## config.mk

```make
export PLATFORM = sky130hd
export DESIGN_NAME = mt_info_reader
export DESIGN_NICKNAME = d
export VERILOG_FILES = /design/src/rtl/mt_info_reader_pkg.sv /design/src/rtl/mt_info_decode.sv /design/src/rtl/mt_info_reader.sv
export SDC_FILE = /design/constraint.sdc
export NUM_CORES = 1
export LEC_CHECK = 0
export ABC_CLOCK_PERIOD_IN_PS = 1600
export BUFFER_PORTS_ARGS = -buffer_cell sky130_fd_sc_hd__buf_2
export CAP_MARGIN = 25
export CELL_PAD_IN_SITES_DETAIL_PLACEMENT = 1
export CELL_PAD_IN_SITES_GLOBAL_PLACEMENT = 2
export CORE_ASPECT_RATIO = 1.75
export CORE_MARGIN = 10
export CORE_UTILIZATION = 28
export CTS_BUF_LIST = sky130_fd_sc_hd__clkbuf_2
export CTS_CLUSTER_SIZE = 28
export DETAILED_ROUTE_END_ITERATION = 10
export PLACE_DENSITY_LB_ADDON = 0.1
export SYNTH_ARGS = -nofsm -noshare
export SYNTH_HDL_FRONTEND = slang
export SYNTH_SLANG_ARGS = --single-unit
```

## constraint.sdc

```tcl
create_clock -name clk -period 1.6 [get_ports clk]
set_clock_uncertainty 0.05 [all_clocks]
set_input_delay 0.24 -clock clk [delete_from_list [all_inputs] [get_ports clk]]
set_output_delay 0.24 -clock clk [all_outputs]
set_load 0.05 [all_outputs]
```

## src/rtl/mt_info_reader_pkg.sv

```systemverilog
// Shared encodings for the MT info reader: FSM states, special opcodes and word field layout.
package mt_info_reader_pkg;

  localparam logic [2:0] StIdle = 3'd0;
  localparam logic [2:0] StRead = 3'd1;
  localparam logic [2:0] StCapt = 3'd2;
  localparam logic [2:0] StHold = 3'd3;
  localparam logic [2:0] StDone = 3'd4;

  localparam logic [3:0] OpNop = 4'h0;
  localparam logic [3:0] OpEnd = 4'hF;

  localparam int unsigned OpMsb   = 31;
  localparam int unsigned OpLsb   = 28;
  localparam int unsigned LenMsb  = 27;
  localparam int unsigned LenLsb  = 20;
  localparam int unsigned AddrMsb = 19;
  localparam int unsigned AddrLsb = 0;

  typedef struct packed {
    logic [3:0]  op;
    logic [7:0]  len;
    logic [19:0] addr;
  } mt_fields_t;

endpackage

```

## src/rtl/mt_info_decode.sv

```systemverilog
// Combinational split of an MT info word into op/len/addr plus NOP/END classification.
module mt_info_decode
  import mt_info_reader_pkg::*;
#(
  parameter int unsigned DATA_W = 32
) (
  input  logic [DATA_W-1:0] word_i,
  output mt_fields_t        fields_o,
  output logic              is_nop_o,
  output logic              is_end_o
);

  always_comb begin
    fields_o.op   = word_i[OpMsb:OpLsb];
    fields_o.len  = word_i[LenMsb:LenLsb];
    fields_o.addr = word_i[AddrMsb:AddrLsb];
    is_nop_o      = (fields_o.op == OpNop);
    is_end_o      = (fields_o.op == OpEnd);
  end

endmodule

```

## src/rtl/mt_info_reader.sv

```systemverilog
// Drains the MT info buffer one word at a time, forwarding decoded entries over valid/ready
// and pulsing end_pulse when an END word is consumed.
module mt_info_reader
  import mt_info_reader_pkg::*;
#(
  parameter int unsigned DATA_W = 32,
  parameter int unsigned CNT_W  = 16
) (
  input  logic              clk,
  input  logic              m01_axi_aresetn,
  input  logic              en,
  input  logic [2:0]        buf_count,
  output logic              RE,
  input  logic [DATA_W-1:0] MT_info_in,
  output logic              out_valid,
  input  logic              out_ready,
  output logic [3:0]        out_op,
  output logic [7:0]        out_len,
  output logic [19:0]       out_addr,
  output logic              end_pulse,
  output logic [CNT_W-1:0]  fwd_cnt,
  output logic [2:0]        state_check
);

  logic [2:0]       state_q, state_d;
  mt_fields_t       fields_q, fields_d;
  logic [CNT_W-1:0] fwd_cnt_q, fwd_cnt_d;
  logic             re_q, valid_q, end_q;
  logic             arm_q, arm_d;

  mt_fields_t dec_fields;
  logic       dec_nop;
  logic       dec_end;

  mt_info_decode #(
    .DATA_W (DATA_W)
  ) u_decode (
    .word_i   (MT_info_in),
    .fields_o (dec_fields),
    .is_nop_o (dec_nop),
    .is_end_o (dec_end)
  );

  always_comb begin
    state_d   = state_q;
    fields_d  = fields_q;
    fwd_cnt_d = fwd_cnt_q;
    // Holds off the first read by one edge after reset release.
    arm_d     = 1'b1;
    case (state_q)
      StIdle: begin
        if (arm_q && en && (buf_count != 3'd0)) begin
          state_d = StRead;
        end
      end
      StRead: state_d = StCapt;
      StCapt: begin
        fields_d = dec_fields;
        if (dec_nop) begin
          state_d = StIdle;
        end else if (dec_end) begin
          state_d = StDone;
        end else begin
          state_d = StHold;
        end
      end
      StHold: begin
        if (out_ready) begin
          state_d   = StIdle;
          fwd_cnt_d = fwd_cnt_q + CNT_W'(1);
        end
      end
      StDone:  state_d = StIdle;
      default: state_d = StIdle;
    endcase
  end

  always_ff @(posedge clk or negedge m01_axi_aresetn) begin
    if (!m01_axi_aresetn) begin
      state_q   <= StIdle;
      fields_q  <= '0;
      fwd_cnt_q <= '0;
      re_q      <= 1'b0;
      valid_q   <= 1'b0;
      end_q     <= 1'b0;
      arm_q     <= 1'b0;
    end else begin
      state_q   <= state_d;
      fields_q  <= fields_d;
      fwd_cnt_q <= fwd_cnt_d;
      re_q      <= (state_d == StRead);
      valid_q   <= (state_d == StHold);
      end_q     <= (state_d == StDone);
      arm_q     <= arm_d;
    end
  end

  assign RE          = re_q;
  assign out_valid   = valid_q;
  assign out_op      = fields_q.op;
  assign out_len     = fields_q.len;
  assign out_addr    = fields_q.addr;
  assign end_pulse   = end_q;
  assign fwd_cnt     = fwd_cnt_q;
  assign state_check = state_q;

endmodule

```

; Yosys cells after proc, flatten, opt, wreduce, memory -nomap -nowiden
; Index checks and enable logic that the tools add are counted.
[word_totals]
output_inout_bits = 54
wordCells = 28
in_bits = 39
regBits = 55
[classes]
n_reduce_logical = 6
n_mux = 5
n_addsub = 1
eq_ne = 7
[op_table]
columns = cell, n
row1 = "16-bit by 1-bit adder with 16-bit output, second input constant", 1
row2 = 3-bit 2-to-1 mux, 4
row3 = 3-bit one-hot mux with 4 select lines, 1
row4 = "3-bit by 2-bit == test with 1-bit output, second input constant", 3
row5 = "3-bit by 1-bit == test with 1-bit output, second input constant", 2
row6 = "4-bit == test, second input constant", 1
row7 = 4-bit logical NOT, 1
row8 = "3-bit == test, second input constant", 1
row9 = 3-bit logical NOT, 1
row10 = 3-bit nonzero test, 1
row11 = 1-bit logical AND, 2
row12 = 2-bit AND reduction, 1

; Longest topological paths before layout
[logic_depth]
depth_word = 5
depth_mapped = 5
mapped_depth_nobuf = 4

; Hierarchy
; From an unflattened synthesis, not the netlist that was laid out.
[unflattened]
hier_cells = 188
area_unflattened_um2 = 2462.4
[modules_own_cells]
columns = mod, seq_area_each_um2, cells_per_inst, instances, area_each_um2
row1 = mt_info_reader, 1376.3, 154, 1, 2199.6
row2 = mt_info_decode, 0.0, 34, 1, 262.8

; Least setup slack after synthesis
; No wires, ideal clock.
[synth_timing]
path_kind = register to register
startpoint = register state_q[1] (netlist: state_check[1])
endpoint = register fields_q (netlist bit out_addr[10])
period_less_slack_ns = 1.842
path_stages_with_launch = 6
setup_ns = 0.127
path_buffers = 2
required_time_ns = 1.423
t_arrival_ns = 1.664
setup_slack_ns = -0.242
path_cell_list = dfrtp_1 -> nor2b_1 -> and2b_1 -> buf_2 -> buf_6 -> mux2_1
[synth_between]
elab_chain_len = 1
[synth_lines]
columns = element, line
row1 = start: declaration, mt_info_reader.sv:25  ; logic [2:0] state_q, state_d;
row2 = start signal: assignment, mt_info_reader.sv:80  ; state_q <= StIdle;
row3 = start signal: assignment, mt_info_reader.sv:88  ; state_q <= state_d;
row4 = 3-bit by 2-bit == test with 1-bit output, mt_info_reader.sv:50  ; case (state_q)
row5 = end signal: assignment, mt_info_reader.sv:89  ; fields_q <= fields_d;
row6 = end: declaration, mt_info_reader.sv:26  ; mt_fields_t fields_q, fields_d;
; Every way passes these cells.
; A chain may end at the register's enable or synchronous reset.

; Final worst setup path
[layout_timing]
startpoint = register state_q[0] (netlist: state_check[0])
endpoint = register fields_q (netlist bit out_addr[5])
; Same word-level chain as after synthesis.

==> results.md <==
* Status: finished, final reports clean
* Layout Nets at 345
* # rows at 43
* Max rail drop VDD at 791 uV
* Period minus WS final at 1550 ps
* Layout Cells excl Fill at 396
* Startpoint type of the worst setup path: flop
* Setup TNS at 0 ps
* CTS buffer count at 5
* Die ar. at 0.0121 mm2
* Max clock buf depth at 2
* CP arrival at 1870 ps
* Starting DRT DRC Count at 33
* Post-synth cell types at 31
* Worst setup path category: flop to flop
* Vias in the first global route at 1,949
* WL met3 at 511 um
* H-tree depth at 2
* First-pass GRT wire length at 10,300 um
* HPWL Detailed at 4810 um
* Share of cells above drive strength 1 at 48.0%
* Metal1 wirelength at 2240 um
* Die X at 87.5 um
* Clk_lat worst skew at 460 ps
* Max stage delay on crit path at 460 ps
* # clock sinks at 55
* Total track usage at 10.7%
* TritonRoute pass-1 iters at 2
* RSZ-0062 raised after global routing: true
* Synthesized cell area at 0.00223 mm2
* Clock transition at the registers of the reported paths at 270 ps
* Net Count, Synth at 196
* Synthesized flop and latch total at 55
* Maximum clock rate at 647 MHz
* Critical path required time at 1920 ps
* Root buffer cell: clkbuf_2
* Final hold vios at 0
* Largest net degree at the start of global routing at 41
* DR vias at 1,786
* CP top delay family: flip-flops
* Crit Path Max Fanout at 13
* Initial antenna violation count at 0
* Highest routed metal layer: met4
* Crit path cell chain: buf_4 -> and2b_4 -> buf_12 -> mux2_1
* Max_cap viols at 0
* Min-delay worst type: primary input to flop
* Most frequent cells in the layout: buf_2 (81), dfrtp_1 (44), dlygate4sd3_1 (36), mux2_1 (25), buf_4 (16)
* Hold Slack at 61.9 ps
* Met2 WL post-DR at 3640 um
* Die H at 138 um
* PortBufs at 92
* Final core utilization at 43.9%
* Tot Pwr at 6.70 mW
* Initial core utilization at 28.4%
* Fill count at 881
* Avg Inst Size Synth at 14.3 um2
* Via density per instance at 4.51
* CP max-delay cell: dfrtp_2
* Final Cycle Share at 96.6%
* Cells after Synth at 156
* Antenna viol nets, final at 0
* Ys Warns at 0
* Pwr dens at 1940 mW/mm2
* Final Setup Violations at 0
* Placed cell count at 343
* Per-cell routed wire length at 16.5 um
* Max-slew violations at 0
* Share of synthesized area occupied by flip-flops and latches at 61.7%
* Final wirelength at 6530 um
* Worst Setup End Kind: flop
* IO Pins at 93
* GRT overflow at 0
* Placeable Area at 0.00786 mm2
* Ant. Diodes at 0
* Leakage at 1.67 nW
* GPL Wtd Cong at 0.701
* DRC errors left at 0
* Most common cell after layout, fill and taps aside: buf_2
* CTS tree: yes
* Worst Path Buf+Inv at 2
* Layout area overhead at 54.8%
-- worst reg2reg max path, stage by stage (launching register included) --
cell,delay (ps)
dfrtp_2,460
buf_4,160
and2b_4,310
buf_12,150
mux2_1,330
-- cell families after synthesis --
group,synth area share [%]
fa+ha+maj,0.561
mux,16.2
flops,61.7
other cells,0.168
simple gates,12.6
compound gates,0.954
buf+inv,1.91
xor+xnor,5.89
-- area by class of cell --
type | count | area, um2 | area share [%]
inverters | 1 | 3.75 | 0.109
clock buffers | 6 | 30.0 | 0.870
repair buffers | 146 | 1050 | 30.5
multi-input cells | 96 | 850 | 24.6
well taps | 90 | 113 | 3.26
flip-flops and latches | 55 | 1390 | 40.3
clock inverters | 2 | 12.5 | 0.362
-- path summary, 6_finish.rpt --
check                                 from  slack [ps]  depth (start not counted)          end
setup reg to reg            state_check[0]          50                          4  out_addr[5]
setup / recovery            state_check[0]          50                          4  out_addr[5]
max in group asynchronous  m01_axi_aresetn         810                          3   fwd_cnt[6]
min in group asynchronous  m01_axi_aresetn         120                          2   out_len[0]
hold / removal                buf_count[0]          60                          3           RE
hold reg to reg                fwd_cnt[15]         440                          1  fwd_cnt[15]
-- state kept, by name, indices dropped and copies added, names as in the netlist --
name	count
out_addr	20
fwd_cnt	16
out_len	8
out_op	4
state_check	3
RE	1
arm_q	1
end_pulse	1
out_valid	1
-- where the power goes --
part | switching [mW] | leakage [nW] | internal (mW)
Clock | 0.443 | 0.0290 | 0.111
Combinational | 2.65 | 0.978 | 1.31
Sequential | 0.281 | 0.659 | 1.90
Total | 3.37 | 1.67 | 3.33
-- routing by layer --
layer / global-route usage, % / vias to the layer above
met1: 10.7 / 887
met3: 3.82 / 8
li1: - / 837
met4: 4.72 / 0
met5: 0 / -
met2: 18.9 / 54
-- stage by stage --
stage | setup slack [ps] | instance area [um2]
finish | 53.9 | 3450
CTS | -5.08 | 3320
global placement | 61.8 | 2900
floorplan | -20.7 | 2260
global route | -16.7 | 3450
detailed placement | 55.4 | 2900
-- repair_timing --
item	in CTS	in global routing
hold buffers	36	0
buffers inserted	1	7
hold endpoints to repair	89	0
cloned	0	1
endpoints found under the setup margin	6	22
pin swaps	0	2
gates resized for setup	7	15
-- Yosys cell counts --
library cell  instances  share of area, %
dfrtp_1              55                62
mux2_1               28                14
xnor2_1              10               3.9
nand2_1               8               1.3
nand3_1               5               1.1
nor3_1                5               1.1
xor2_1                5               2.0
mux2_2                4               2.0
nand4_1               4               1.1
and2_1                3              0.84
buf_6                 3               1.5
nor2_1                3              0.51
and3_1                2              0.56
nor2b_1               2              0.56
nor3_2                2              0.90
nor4_2                2               1.1
a21oi_1               1              0.22
a311oi_1              1              0.39
and2b_1               1              0.34
and4_1                1              0.39
and4b_4               1              0.62
buf_2                 1              0.22
conb_1                1              0.17
ha_1                  1              0.56
inv_1                 1              0.17
nand3_2               1              0.45
nand4b_2              1              0.67
nor4_1                1              0.28
o21a_1                1              0.34
or2_2                 1              0.28
or2_4                 1              0.39
Power figures use the tool's default switching activity.
